==> src/rtl/freq_pkg.sv <==
// Shared definitions for the frequency-display pipeline front end:
// FSM state encoding, arming length and the 4-digit display clamp.
package freq_pkg;

  // Gate-counter FSM: ARM settles the synchroniser, COUNT runs gates.
  typedef enum logic {
    ARM   = 1'b0,
    COUNT = 1'b1
  } state_e;

  // Number of cycles spent in ARM after reset release.
  localparam int unsigned ARM_CYCLES = 3;

  // Largest value the 4-digit 7-segment display can show.
  localparam int unsigned FREQ_DISP_MAX = 9999;

endpackage

==> src/rtl/freq_gate_counter_if.sv <==
// Measurement bus of the gated frequency counter: the raw waveform going
// in and the latched result going out. The counter uses the slave side.
interface freq_gate_counter_if #(
  parameter int unsigned CNT_W = 32
);

  logic             signal;
  logic [CNT_W-1:0] freq;
  logic             freq_valid;
  logic             overflow;

  modport master (
    output signal,
    input  freq,
    input  freq_valid,
    input  overflow
  );

  modport slave (
    input  signal,
    output freq,
    output freq_valid,
    output overflow
  );

endinterface

==> src/rtl/sig_sync_edge.sv <==
// Two-flop synchroniser for an asynchronous input followed by a
// rising-edge detector. Reused for any async input in the design.
module sig_sync_edge (
  input  logic clk,
  input  logic rst_n,
  input  logic async_i,
  output logic edge_o
);

  logic sync1_q;
  logic sync2_q;
  logic prev_q;

  // Synchroniser chain plus one delayed copy used for edge detection.
  always_ff @(posedge clk) begin
    if (!rst_n) begin
      sync1_q <= 1'b0;
      sync2_q <= 1'b0;
      prev_q  <= 1'b0;
    end else begin
      sync1_q <= async_i;
      sync2_q <= sync1_q;
      prev_q  <= sync2_q;
    end
  end

  assign edge_o = sync2_q & ~prev_q;

endmodule

==> src/rtl/freq_gate_counter.sv <==
// Gated-window frequency counter. Counts synchronised rising edges of
// bus.signal over GATE_CYCLES clocks and latches the count at the end of
// every gate, back to back with no dead cycles.
// Optional feature: define FREQ_CLAMP_EN to clamp results to 9999 for the
// 4-digit display; otherwise the clamp is the full counter range.
module freq_gate_counter
  import freq_pkg::*;
#(
  parameter int unsigned GATE_CYCLES = 100_000_000,
  parameter int unsigned CNT_W       = 32
) (
  input  logic                clk,
  input  logic                rst_n,
  freq_gate_counter_if.slave  bus
);

  localparam int unsigned    TW         = $clog2(GATE_CYCLES);
  localparam logic [TW-1:0]  TIMER_LAST = TW'(GATE_CYCLES - 1);
  localparam logic [1:0]     ARM_LAST   = 2'(ARM_CYCLES - 1);
`ifdef FREQ_CLAMP_EN
  localparam logic [CNT_W-1:0] CLAMP = CNT_W'(FREQ_DISP_MAX);
`else
  localparam logic [CNT_W-1:0] CLAMP = '1;
`endif

  state_e           state_q, state_d;
  logic [1:0]       arm_cnt_q, arm_cnt_d;
  logic [TW-1:0]    timer_q, timer_d;
  logic [CNT_W-1:0] edge_cnt_q, edge_cnt_d;
  logic             clip_q, clip_d;
  logic [CNT_W-1:0] freq_q, freq_d;
  logic             ovf_q, ovf_d;
  logic             valid_q, valid_d;

  logic sig_edge;
  logic at_clamp;

  sig_sync_edge u_sync (
    .clk     (clk),
    .rst_n   (rst_n),
    .async_i (bus.signal),
    .edge_o  (sig_edge)
  );

  // The counter stops at the clamp; clip_q remembers that edges were lost.
  assign at_clamp = (edge_cnt_q == CLAMP);

  // State and datapath registers; reset discards any partial gate.
  always_ff @(posedge clk) begin
    if (!rst_n) begin
      state_q    <= ARM;
      arm_cnt_q  <= '0;
      timer_q    <= '0;
      edge_cnt_q <= '0;
      clip_q     <= 1'b0;
      freq_q     <= '0;
      ovf_q      <= 1'b0;
      valid_q    <= 1'b0;
    end else begin
      state_q    <= state_d;
      arm_cnt_q  <= arm_cnt_d;
      timer_q    <= timer_d;
      edge_cnt_q <= edge_cnt_d;
      clip_q     <= clip_d;
      freq_q     <= freq_d;
      ovf_q      <= ovf_d;
      valid_q    <= valid_d;
    end
  end

  // Next state: ARM waits out the synchroniser, COUNT runs gates and
  // folds an edge seen on the terminal cycle into the ending window.
  always_comb begin
    state_d    = state_q;
    arm_cnt_d  = arm_cnt_q;
    timer_d    = timer_q;
    edge_cnt_d = edge_cnt_q;
    clip_d     = clip_q;
    freq_d     = freq_q;
    ovf_d      = ovf_q;
    valid_d    = 1'b0;
    case (state_q)
      ARM: begin
        timer_d    = '0;
        edge_cnt_d = '0;
        clip_d     = 1'b0;
        if (arm_cnt_q == ARM_LAST) begin
          state_d   = COUNT;
          arm_cnt_d = '0;
        end else begin
          arm_cnt_d = arm_cnt_q + 2'd1;
        end
      end
      COUNT: begin
        if (timer_q == TIMER_LAST) begin
          timer_d    = '0;
          edge_cnt_d = '0;
          clip_d     = 1'b0;
          freq_d     = (sig_edge && !at_clamp) ? edge_cnt_q + 1'b1 : edge_cnt_q;
          ovf_d      = clip_q | (sig_edge & at_clamp);
          valid_d    = 1'b1;
        end else begin
          timer_d = timer_q + 1'b1;
          if (sig_edge) begin
            if (at_clamp) begin
              clip_d = 1'b1;
            end else begin
              edge_cnt_d = edge_cnt_q + 1'b1;
            end
          end
        end
      end
      default: state_d = ARM;
    endcase
  end

  assign bus.freq       = freq_q;
  assign bus.freq_valid = valid_q;
  assign bus.overflow   = ovf_q;

endmodule

==> src/flat_wrapper.sv <==
// flat-port wrapper written by rule: the top's interface ports become plain ports
module freq_gate_counter_flat import freq_pkg::*;
#(
  parameter int unsigned GATE_CYCLES = 100_000_000,
  parameter int unsigned CNT_W       = 32
)
  (clk, rst_n, bus_signal, bus_freq, bus_freq_valid, bus_overflow);
  freq_gate_counter_if #(.CNT_W(CNT_W)) bus_i ();
  input  logic clk;
  input  logic rst_n;
  input wire logic [$bits(bus_i.signal)-1:0] bus_signal;
  output wire logic [$bits(bus_i.freq)-1:0] bus_freq;
  output wire logic [$bits(bus_i.freq_valid)-1:0] bus_freq_valid;
  output wire logic [$bits(bus_i.overflow)-1:0] bus_overflow;
  assign bus_i.signal = bus_signal;
  assign bus_freq = bus_i.freq;
  assign bus_freq_valid = bus_i.freq_valid;
  assign bus_overflow = bus_i.overflow;
  freq_gate_counter #(.GATE_CYCLES(GATE_CYCLES), .CNT_W(CNT_W)) u_core (.clk(clk), .rst_n(rst_n), .bus(bus_i));
endmodule
==> config.mk <==
export PLATFORM = sky130hd
export DESIGN_NAME = freq_gate_counter_flat
export DESIGN_NICKNAME = d
export VERILOG_FILES = /design/src/rtl/freq_pkg.sv /design/src/rtl/freq_gate_counter_if.sv /design/src/rtl/sig_sync_edge.sv /design/src/rtl/freq_gate_counter.sv /design/src/flat_wrapper.sv
export SDC_FILE = /design/constraint.sdc
export NUM_CORES = 1
export LEC_CHECK = 0
export CORE_ASPECT_RATIO = 1.25
export CORE_MARGIN = 1
export CORE_UTILIZATION = 40
export DETAILED_ROUTE_END_ITERATION = 10
export PLACE_DENSITY = 0.7
export SYNTH_ARGS = -nofsm -noshare
export SYNTH_HDL_FRONTEND = slang
export SYNTH_SLANG_ARGS = --single-unit
==> constraint.sdc <==
create_clock -name clk -period 2.3 [get_ports clk]
set_input_delay 0.46 -clock clk [delete_from_list [all_inputs] [get_ports clk]]
set_output_delay 0.46 -clock clk [all_outputs]
set_load 0.02 [all_outputs]
==> impl_metrics.env <==
export IMPL_status="complete, no violations"
export IMPL_power_density_nw_per_um2=680
export IMPL_critical_path_top_delay_family="simple AND/OR/NAND/NOR gates"
export IMPL_synth_seq_cells=100
export IMPL_tightestPinTransition_ns=0.523
export IMPL_cts_sinks=100
export IMPL_die_h_um=115
export IMPL_relSlewSlack_pct=64.9
export IMPL_die_x_um=92.7
export IMPL_hp_class="register to register"
export IMPL_slowest_delay_ns=0.42
export IMPL_pwr_share_comb_pct=1.8
export IMPL_grt_met3_usage_pct=4.76
export IMPL_critPathMaxFanout=6
export IMPL_cp_num_buf_inv=0
export IMPL_maxSlewViolCount=0
export IMPL_crit_type="register to register"
export IMPL_grt_first_pass_wirelength_mm=14.0
export IMPL_cap_violations=0
export IMPL_drive_gt1_share_pct=9.44
export IMPL_syn_avg_cell_area_um2=9.06
export IMPL_setup_tns_final_ns=0
export IMPL_syn_num_nets=459
export IMPL_busiest_layer="met2"
export IMPL_floorplan_initialDensity_pct=40.9
export IMPL_cts_root_buf="clkbuf_16"
export IMPL_cts_htree_levels=3
export IMPL_num_nets_final=498
export IMPL_synth_main_ff_cell="dfxtp_1"
export IMPL_crit_required_ns=2.51
export IMPL_ir_drop_mv=0.419
export IMPL_fin_skew_ns=0.00852
export IMPL_clk_latency_ns=0.35
export IMPL_swShare_pct=21.9
export IMPL_area_growth_pct=20.0
export IMPL_rsz0062_at_grt="no"
export IMPL_fillers=992
export IMPL_final_hold_viol_count=0
export IMPL_crit_chain="ha_1 > and4_1 > and3_2 > a31o_2 > or4_1 > xor2_1 > a22oi_1"
export IMPL_post_cts_buffers=0
export IMPL_grt_max_degree=56
export IMPL_finalSetupViolCount=0
export IMPL_die_area_um2=10700
export IMPL_intPower_mw=2.62
export IMPL_seq_area_um2=2000
export IMPL_io_pins=37
export IMPL_synthDistinctLibCells=45
export IMPL_layout_min_cycle_time_ns=2.12
export IMPL_power_leakage_nw=1.63
export IMPL_clockBufferDepth=2
export IMPL_critical_path_arrival_ns=2.34
export IMPL_end_kind="register"
export IMPL_antenna_found_initial=0
export IMPL_viasPerCell=5.08
export IMPL_mostFrequentLayoutCells="dfxtp_1, nor2_1, clkdlybuf4s50_1, xor2_1, nand2_1"
export IMPL_seqPwrFrac_pct=52.2
export IMPL_first_pass_iters=4
export IMPL_fmax_mhz=471
export IMPL_io_buffers=36
export IMPL_worst_setup_path_start_kind="register"
export IMPL_num_rows=41
export IMPL_antenna_left=0
export IMPL_dpl_hpwl_mm=5.68
export IMPL_vias=3184
export IMPL_ys_seq_area_share_pct=48.7
export IMPL_wire_per_inst_um=13.2
export IMPL_synth_edf_count=0
export IMPL_cts_buffers=9
export IMPL_fin_crit_sh_pct=92.3
export IMPL_grt_overflow_total=0
export IMPL_finalCoreUtilization_pct=49.1
export IMPL_synthCells=454
export IMPL_diodes=0
export IMPL_multiInputGateArea_um2=1970
export IMPL_synth_warning_count=0
export IMPL_grt_pass1_vias=3000
export IMPL_use_met2_pct=27.6
export IMPL_cp_slowest_cell="or4_1"
export IMPL_power_share_clock_pct=46.0
export IMPL_dr_first_iter_drc_count=105
export IMPL_gp_congestion=0.888
export IMPL_drc=0
export IMPL_routed_wl_mm=8.30
export IMPL_clkSlewWorstSetupHoldPaths_ns=0.07
export IMPL_async_reset_ff_share_pct=0
export IMPL_power_switching_mw=0.734
export IMPL_coreArea_um2=10100
export IMPL_netlist_area_um2=4110
export IMPL_grt_use_met1_pct=20.5
export IMPL_cts_tree="yes"
export IMPL_grt_usage_pct=16.7
export IMPL_final_common_cell="dfxtp_1"
==> power by group through the flow <==
| stage | Sequential (mW) | Combinational (mW) | Clock (mW) |
|---|---|---|---|
| 6_report | 1.75 | 0.0603 | 1.54 |
| 5_1_grt | 1.75 | 0.0689 | 1.66 |
| 4_1_cts | 1.75 | 0.0620 | 1.59 |
| 3_5_place_dp | 1.79 | 0.0612 | 0 |
| 3_3_place_gp | 1.79 | 0.0591 | 0 |
| 2_1_floorplan | 1.79 | 0.0507 | 0 |
==> cell usage after synthesis, types with 3 or more instances <==
cell / n / area share [%]
dfxtp_1: 100 / 49
nor2_1: 72 / 6.6
xor2_1: 35 / 7.5
nand2_1: 30 / 2.7
a21oi_1: 26 / 3.2
o21ai_0: 25 / 3.0
nand3_1: 22 / 2.7
nand4_1: 19 / 2.9
xnor2_1: 18 / 3.8
buf_2: 12 / 1.5
and4_1: 9 / 1.9
and2_1: 8 / 1.2
inv_1: 8 / 0.73
nor3_1: 7 / 0.85
a22oi_1: 6 / 1.1
nor4_1: 6 / 0.91
and3_2: 5 / 0.91
clkbuf_1: 5 / 0.46
a21oi_2: 3 / 0.64
and3_1: 3 / 0.46
nor4b_1: 3 / 0.64
or3_1: 3 / 0.46
==> routing by layer <==
| metal | share of wire [%] | vias up |
|---|---|---|
| met2 | 48 | 68 |
| met3 | 4.6 | 10 |
| met4 | 1.7 | 0 |
| met5 | 0 | - |
| met1 | 45 | 1460 |
| li1 | - | 1646 |
==> layout make-up <==
| class | count | area share (%) |
|---|---|---|
| Inverter | 8 | 0.609 |
| Clock buffer | 9 | 4.57 |
| Clock inverter | 7 | 1.70 |
| Sequential cell | 100 | 40.6 |
| Tap cell | 129 | 3.27 |
| Multi-Input combinational cell | 326 | 39.9 |
| Timing Repair Buffer | 48 | 9.39 |
==> sequential cells by signal, indices dropped and copies added, names as in the netlist, 2 cells and up <==
| signal | cells |
|---|---|
| u_core.arm_cnt_q | 2 |
| u_core.bus.freq | 32 |
| u_core.edge_cnt_q | 32 |
| u_core.timer_q | 27 |
==> worst paths after layout <==
kind / start / end / slack [ns] / cells past startpoint
hold / removal: u_core.timer_q[0] / u_core.timer_q[0] / 0.44 / 1
setup reg to reg: u_core.edge_cnt_q[0] / u_core.bus.freq[23] / 0.18 / 7
hold reg to reg: u_core.timer_q[0] / u_core.timer_q[0] / 0.44 / 1
setup / recovery: u_core.edge_cnt_q[0] / u_core.bus.freq[23] / 0.18 / 7
==> kinds of logic after synthesis <==
| group | count (synthesis) | share of synthesized area, % |
|---|---|---|
| xor+xnor | 53 | 11.3 |
| flops | 100 | 48.7 |
| buf+inv | 28 | 3.65 |
| mux | 3 | 0.761 |
| fa+ha+maj | 2 | 0.609 |
| simple gates | 202 | 25.8 |
| compound gates | 66 | 9.16 |
==> what timing repair did <==
action	4_1_cts	5_1_grt
hold buffers	0	0
setup endpoints to repair	0	1
gates resized for setup	0	1
hold endpoints to repair	0	0
==> per-stage QoR <==
stage               hold slack [ns]  power (mW)  worst slack, ns  instances  instance area (um2)
finish                        0.441        3.36            0.176        627                 4930
CTS                           0.446        3.40            0.160        627                 4920
floorplan                     0.412        1.84            0.298        454                 4110
global placement              0.425        1.85            0.226        611                 4620
detailed placement            0.432        1.85            0.172        611                 4620
global route                  0.469        3.49           0.0189        627                 4930
(Power assumes the default switching activity.)
